**src/rtl/uart_rx_if.sv**
```systemverilog
// Byte handshake between the UART receiver and the command decoder.
// The receiver drives data/valid and the consumer drives ready.
interface uart_rx_if;
   logic [7:0] rx_data;
   logic       rx_valid;
   logic       rx_ready;

   modport master (output rx_data, output rx_valid, input rx_ready);
   modport slave  (input rx_data, input rx_valid, output rx_ready);
endinterface

```
**src/rtl/uart_rx.sv**
```systemverilog
// 8N1 serial receiver with a majority-voted mid-bit sample, break handling
// and a single-byte holding register that flags overrun.
module uart_rx #(
   parameter int CLK_HZ     = 50000000,
   parameter int BAUD       = 115200,
   parameter int BIT_CYCLES = CLK_HZ / BAUD,
   parameter int HALF       = BIT_CYCLES / 2
) (
   input  logic      clk,
   input  logic      nrst,
   input  logic      rxd,
   uart_rx_if.master rx_if,
   output logic      frame_err,
   output logic      overrun,
   output logic      busy
);

   localparam int CW = $clog2(BIT_CYCLES);
   localparam logic [CW-1:0] CNT_LAST = CW'(BIT_CYCLES - 1);
   localparam logic [CW-1:0] CNT_S0   = CW'(HALF - 1);
   localparam logic [CW-1:0] CNT_S1   = CW'(HALF);
   localparam logic [CW-1:0] CNT_DEC  = CW'(HALF + 1);

   typedef enum logic [2:0] {
      ST_IDLE,
      ST_START,
      ST_DATA,
      ST_STOP,
      ST_BRK
   } state_t;

   state_t        state_q, state_d;
   logic          sync1_q, sync1_d;
   logic          rxd_s_q, rxd_s_d;
   logic [CW-1:0] cnt_q, cnt_d;
   logic [2:0]    bidx_q, bidx_d;
   logic [1:0]    samp_q, samp_d;
   logic [7:0]    shift_q, shift_d;
   logic [7:0]    rx_data_q, rx_data_d;
   logic          rx_valid_q, rx_valid_d;
   logic          frame_err_q, frame_err_d;
   logic          overrun_q, overrun_d;
   logic          busy_q, busy_d;

   logic          bit_end;
   logic          decide;
   logic          maj;
   logic          deliver;

   always_comb begin
      state_d     = state_q;
      sync1_d     = rxd;
      rxd_s_d     = sync1_q;
      bidx_d      = bidx_q;
      samp_d      = samp_q;
      shift_d     = shift_q;
      rx_data_d   = rx_data_q;
      rx_valid_d  = rx_valid_q;
      frame_err_d = 1'b0;
      overrun_d   = 1'b0;
      deliver     = 1'b0;

      bit_end = (cnt_q == CNT_LAST);
      decide  = (cnt_q == CNT_DEC);
      maj     = (samp_q[0] & samp_q[1]) | (samp_q[0] & rxd_s_q) | (samp_q[1] & rxd_s_q);
      cnt_d   = bit_end ? '0 : cnt_q + 1'b1;

      if (cnt_q == CNT_S0) samp_d[0] = rxd_s_q;
      if (cnt_q == CNT_S1) samp_d[1] = rxd_s_q;

      case (state_q)
         ST_IDLE: begin
            cnt_d = '0;
            if (!rxd_s_q) state_d = ST_START;
         end
         ST_START: begin
            if (decide && maj) begin
               state_d = ST_IDLE;
            end else if (bit_end) begin
               state_d = ST_DATA;
               bidx_d  = 3'd0;
            end
         end
         ST_DATA: begin
            if (decide) shift_d = {maj, shift_q[7:1]};
            if (bit_end) begin
               if (bidx_q == 3'd7) state_d = ST_STOP;
               else                bidx_d  = bidx_q + 3'd1;
            end
         end
         ST_STOP: begin
            // Leave at mid-stop so a start bit right after the stop bit is seen.
            if (decide) begin
               if (maj) begin
                  deliver = 1'b1;
                  state_d = ST_IDLE;
               end else begin
                  frame_err_d = 1'b1;
                  state_d     = ST_BRK;
               end
            end
         end
         ST_BRK: begin
            cnt_d = '0;
            if (rxd_s_q) state_d = ST_IDLE;
         end
         default: state_d = ST_IDLE;
      endcase

      if (deliver) begin
         if (!rx_valid_q || rx_if.rx_ready) begin
            rx_data_d  = shift_q;
            rx_valid_d = 1'b1;
         end else begin
            overrun_d = 1'b1;
         end
      end else if (rx_valid_q && rx_if.rx_ready) begin
         rx_valid_d = 1'b0;
      end

      busy_d = (state_d != ST_IDLE);
   end

   always_ff @(posedge clk or negedge nrst) begin
      if (!nrst) begin
         state_q     <= ST_IDLE;
         sync1_q     <= 1'b1;
         rxd_s_q     <= 1'b1;
         cnt_q       <= '0;
         bidx_q      <= '0;
         samp_q      <= '0;
         shift_q     <= '0;
         rx_data_q   <= '0;
         rx_valid_q  <= 1'b0;
         frame_err_q <= 1'b0;
         overrun_q   <= 1'b0;
         busy_q      <= 1'b0;
      end else begin
         state_q     <= state_d;
         sync1_q     <= sync1_d;
         rxd_s_q     <= rxd_s_d;
         cnt_q       <= cnt_d;
         bidx_q      <= bidx_d;
         samp_q      <= samp_d;
         shift_q     <= shift_d;
         rx_data_q   <= rx_data_d;
         rx_valid_q  <= rx_valid_d;
         frame_err_q <= frame_err_d;
         overrun_q   <= overrun_d;
         busy_q      <= busy_d;
      end
   end

   assign rx_if.rx_data  = rx_data_q;
   assign rx_if.rx_valid = rx_valid_q;
   assign frame_err      = frame_err_q;
   assign overrun        = overrun_q;
   assign busy           = busy_q;

endmodule
```
**src/flat_wrapper.sv**
```systemverilog
// flat-port wrapper written by rule: the top's interface ports become plain ports
module uart_rx_flat 
#(
   parameter int CLK_HZ     = 50000000,
   parameter int BAUD       = 115200,
   parameter int BIT_CYCLES = CLK_HZ / BAUD,
   parameter int HALF       = BIT_CYCLES / 2
)
  (clk, nrst, rxd, frame_err, overrun, busy, rx_if_rx_data, rx_if_rx_valid, rx_if_rx_ready);
  uart_rx_if rx_if_i ();
  input  logic clk;
  input  logic nrst;
  input  logic rxd;
  output logic frame_err;
  output logic overrun;
  output logic busy;
  output wire logic [$bits(rx_if_i.rx_data)-1:0] rx_if_rx_data;
  output wire logic [$bits(rx_if_i.rx_valid)-1:0] rx_if_rx_valid;
  input wire logic [$bits(rx_if_i.rx_ready)-1:0] rx_if_rx_ready;
  assign rx_if_rx_data = rx_if_i.rx_data;
  assign rx_if_rx_valid = rx_if_i.rx_valid;
  assign rx_if_i.rx_ready = rx_if_rx_ready;
  uart_rx #(.CLK_HZ(CLK_HZ), .BAUD(BAUD), .BIT_CYCLES(BIT_CYCLES), .HALF(HALF)) u_core (.clk(clk), .nrst(nrst), .rxd(rxd), .rx_if(rx_if_i), .frame_err(frame_err), .overrun(overrun), .busy(busy));
endmodule
```
**config.mk**
```make
export PLATFORM = sky130hd
export DESIGN_NAME = uart_rx_flat
export DESIGN_NICKNAME = d
export VERILOG_FILES = /design/src/rtl/uart_rx_if.sv /design/src/rtl/uart_rx.sv /design/src/flat_wrapper.sv
export SDC_FILE = /design/constraint.sdc
export NUM_CORES = 1
export LEC_CHECK = 0
export CAP_MARGIN = 20
export CORE_MARGIN = 2
export CORE_UTILIZATION = 51
export DETAILED_ROUTE_END_ITERATION = 10
export GPL_TIMING_DRIVEN = 0
export PLACE_DENSITY = 0.75
export RECOVER_POWER = 25
export SYNTH_ARGS = -nofsm -noshare
export SYNTH_HDL_FRONTEND = slang
export SYNTH_SLANG_ARGS = --single-unit
```
**constraint.sdc**
```tcl
create_clock -name clk -period 1.6 [get_ports clk]
set_input_delay 0.32 -clock clk [delete_from_list [all_inputs] [get_ports clk]]
set_output_delay 0.32 -clock clk [all_outputs]
set_load 0.02 [all_outputs]
```
==> out/metrics.yaml <==
critical_path:
  cp-startpoint: "u_core.cnt_q[2]$_DFF_PN0_"
  critPathMaxStageDelay_ns: 0.43
  regToRegSetupSlack_ns: -0.11
  critPathLaunchType: "register"
  cp-end-kind: "register"
  reg2reg_from: "u_core.cnt_q[2]$_DFF_PN0_"
  cp_cell_sequence: "buf_4, and4bb_2, o2111ai_1, o2bb2ai_2, or3_1"
  cp_max_fo: 6
  endpoint: "u_core.busy$_DFF_PN0_"
  slowest_stage: "dfrtp_2"
  timing.rr.end: "u_core.busy$_DFF_PN0_"
  critPathKind: "register to register"
  arrival_ns: 1.95
  r2r_cells: 5
  critPathRequiredTime_ns: 1.84
global_routing:
  grt_pass1_wl_um: 6440
  grt_pass1_vias: 1307
  grt_overflow: 0
  grt_use_total_pct: 21.2
  grt_max_degree: 40
  antenna_found_initial: 0
synthesis:
  synth_top_area_share_pct: 51.1
  synth_area_leader_cell: "dfrtp_1"
  yosysSeqAreaShare_pct: 54.0
  synth_most_common_cell: "dfrtp_1"
  synth.area.top_cells: "dfrtp_1 (51%), mux2_2 (12%), ha_1 (4.1%)"
  ys_ff_latch: 39
  synthTopCellsByCount: "dfrtp_1 (37), mux2_2 (19), nor2_1 (14), inv_1 (9), nand2_1 (8)"
  syn_area_mm2: 0.00181
  yosys_most_used_dff: "dfrtp_1"
  yosysWarnings: 0
  synthArstFlopShare_pct: 100
  synth_edf_count: 0
  syn_inst: 147
  synth_fp_nets: 157
  syn_area_per_cell_um2: 12.3
  ys_types: 39
final_layout:
  drive_gt1_share_pct: 45.2
  nNetsFinal: 197
  post_layout_nonfiller_instances: 234
  diodes: 0
  areaGrowthSynthToFinish_pct: 34.4
timing:
  tightest_slew_ns: 0.941
  rsz0062_at_grt: "yes"
  clock_skew_ns: 0.00664
  fin_crit_ns: 1.71
  max_freq_ghz: 0.584
  maxSlewHeadroom_pct: 37.3
  final_max_slew_viol_count: 0
  hold_viol_final: 0
  setup_violations: 20
  fin_ws_ns: -0.113
  fin_crit_sh_pct: 107
  tns_ns: -0.847
route:
  vias: 1298
  drt-pass1-iter-count: 4
  avgRoutedWirePerCell_um: 17.0
  vias_per_cell: 5.55
  ant_nets: 0
  drc: 0
  dr.first_iter.drc_count: 56
  drt-total-wl_um: 3970
floorplan:
  core_area_mm2: 0.00336
  fp.dieH_um: 63.6
  dieArea_mm2: 0.00404
  num_rows: 21
  fp.dieW_um: 63.6
  start_util_pct: 53.8
  io_pins: 16
power:
  switching_share_pct: 18.8
  p_total_mw: 1.82
  irDropWorstVdd_mv: 0.602
  clockPowerShare_pct: 44.4
  pwr-share-comb_pct: 1.3
  seqPwrFrac_pct: 54.4
  power.leakage_nw: 1.16
  powerDensity_mw_per_mm2: 750
  p_int_mw: 1.48
  power.switching_uw: 343
cts:
  cts.sinks: 39
  clockRootBuffer: "clkbuf_4"
  cts_max_level: 2
  clockBufferDepth: 2
  cts_tree: "yes"
  cts.clk_slew.worst_paths_ns: 0.11
  cts_buffers: 5
  clk_latency_ns: 0.35
outcome:
  status: "finished with violations"
  violations: "negative setup slack"
run:
  maxCapViolations: 0
place:
  portBuffers: 15
  dp_cells: 208
  place_congestion: 0.774
  hpwl_um: 2330
min_path:
  hold_class: "primary input to async pin"
worst min-delay path by stage:
stage,start,to,slack [ns],cells after the start
finish,nrst,u_core.cnt_q[7]$_DFF_PN0_,0.09,1
CTS,nrst,u_core.cnt_q[7]$_DFF_PN0_,0.09,1
detailed placement,u_core.rxd_s_d$_DFF_PN1_,u_core.rxd_s_q$_DFF_PN1_,0.35,0
global route,nrst,u_core.cnt_q[4]$_DFF_PN0_,0.14,1
global placement,u_core.rxd_s_d$_DFF_PN1_,u_core.rxd_s_q$_DFF_PN1_,0.35,0
floorplan,nrst,u_core.bidx_q[0]$_DFFE_PN0P_,0.02,0
sequential cells by signal, indices dropped and copies added (netlist names), 2 cells and up:
name and count:
u_core.state_q 3, u_core.samp_q 2, u_core.cnt_q 9, u_core.rx_if.rx_data 8, u_core.shift_q 8, u_core.bidx_q 3
kinds of logic (layout without fill, tap and decap cells):
logic type                 Yosys count  in the layout  synth area share (%)
AOI/OAI and AO/OA                   10             10                  3.73
DFF                                 39             39                  54.0
adders and majority gates            7              7                  4.77
and+or+nand+nor                     50             50                  18.3
muxes                               21             21                  12.9
buffers and inverters               13             54                  2.83
xor gates and xnor gates             7              7                  3.39
cell usage in the layout, fill, tap and decap left out, drive strengths merged, types with 2 or more instances in the layout:
cell type,synthesis,layout
nand2b,2,2
dlygate4sd2,0,10
mux2,19,19
xor2,2,2
clkbuf,2,8
bufinv,0,2
nand3,5,5
dlymetal6s2s,0,2
buf,2,21
nor3,5,5
and3b,2,2
nor4,2,2
dfrtp,37,37
a21oi,3,3
nand3b,2,2
nand2,8,8
dfstp,2,2
inv,9,9
xnor2,5,5
nor2,14,14
ha,6,6
mux2i,2,2
nand4,2,2
and4bb,2,2
what timing repair did:
action | 4_1_cts | 5_1_grt
pin swaps | 8 | 10
hold buffers | 0 | 0
endpoints found under the setup margin | 39 | 24
buffers inserted | 10 | 9
resized for setup | 29 | 22
layout make-up:
type	count	area, um^2
multi-input cells	95	935
repair buffers	34	292
clock inverters	2	60.1
inverters	9	36.3
fillers	241	930
well taps	46	57.6
clock buffers	6	41.3
flip-flops and latches	39	985
plain buffers	3	27.5
critical path: cells and delay by family (launching register included):
family / cells / cell delay, ns
buffers and inverters: 1 / 0.16
and+or+nand+nor: 2 / 0.64
DFF: 1 / 0.43
AOI/OAI and AO/OA: 2 / 0.35
through the flow:
stage               cell area (um^2)  util (%)  setup WS (ns)  hold WS, ns
finish                          2430      72.4         -0.113       0.0868
global route                    2430      72.4         -0.158        0.137
CTS                             2280      67.7        -0.0886       0.0852
detailed placement              2050      61.0         -0.225        0.351
global placement                2060      61.2         -0.592        0.347
floorplan                       1850         -        -0.0155       0.0244
per-layer routing:
metal / GRT usage [%] / up-vias / routed length [um]
met5: 0 / - / 0
li1: - / 598 / -
met4: 10.9 / 0 / 148
met2: 36.3 / 25 / 2190
met3: 6.07 / 14 / 124
met1: 23.9 / 661 / 1500
power by group through the flow:
| stage | sequential [mW] | clock [mW] | combinational [mW] |
|---|---|---|---|
| 6_report | 0.992 | 0.809 | 0.0234 |
| 5_1_grt | 0.993 | 0.882 | 0.0277 |
| 4_1_cts | 0.992 | 0.816 | 0.0254 |
| 3_5_place_dp | 1.01 | 0 | 0.0253 |
| 3_3_place_gp | 1.01 | 0 | 0.0256 |
| 2_1_floorplan | 1.01 | 0 | 0.000413 |
Power figures use the tool's default switching activity.
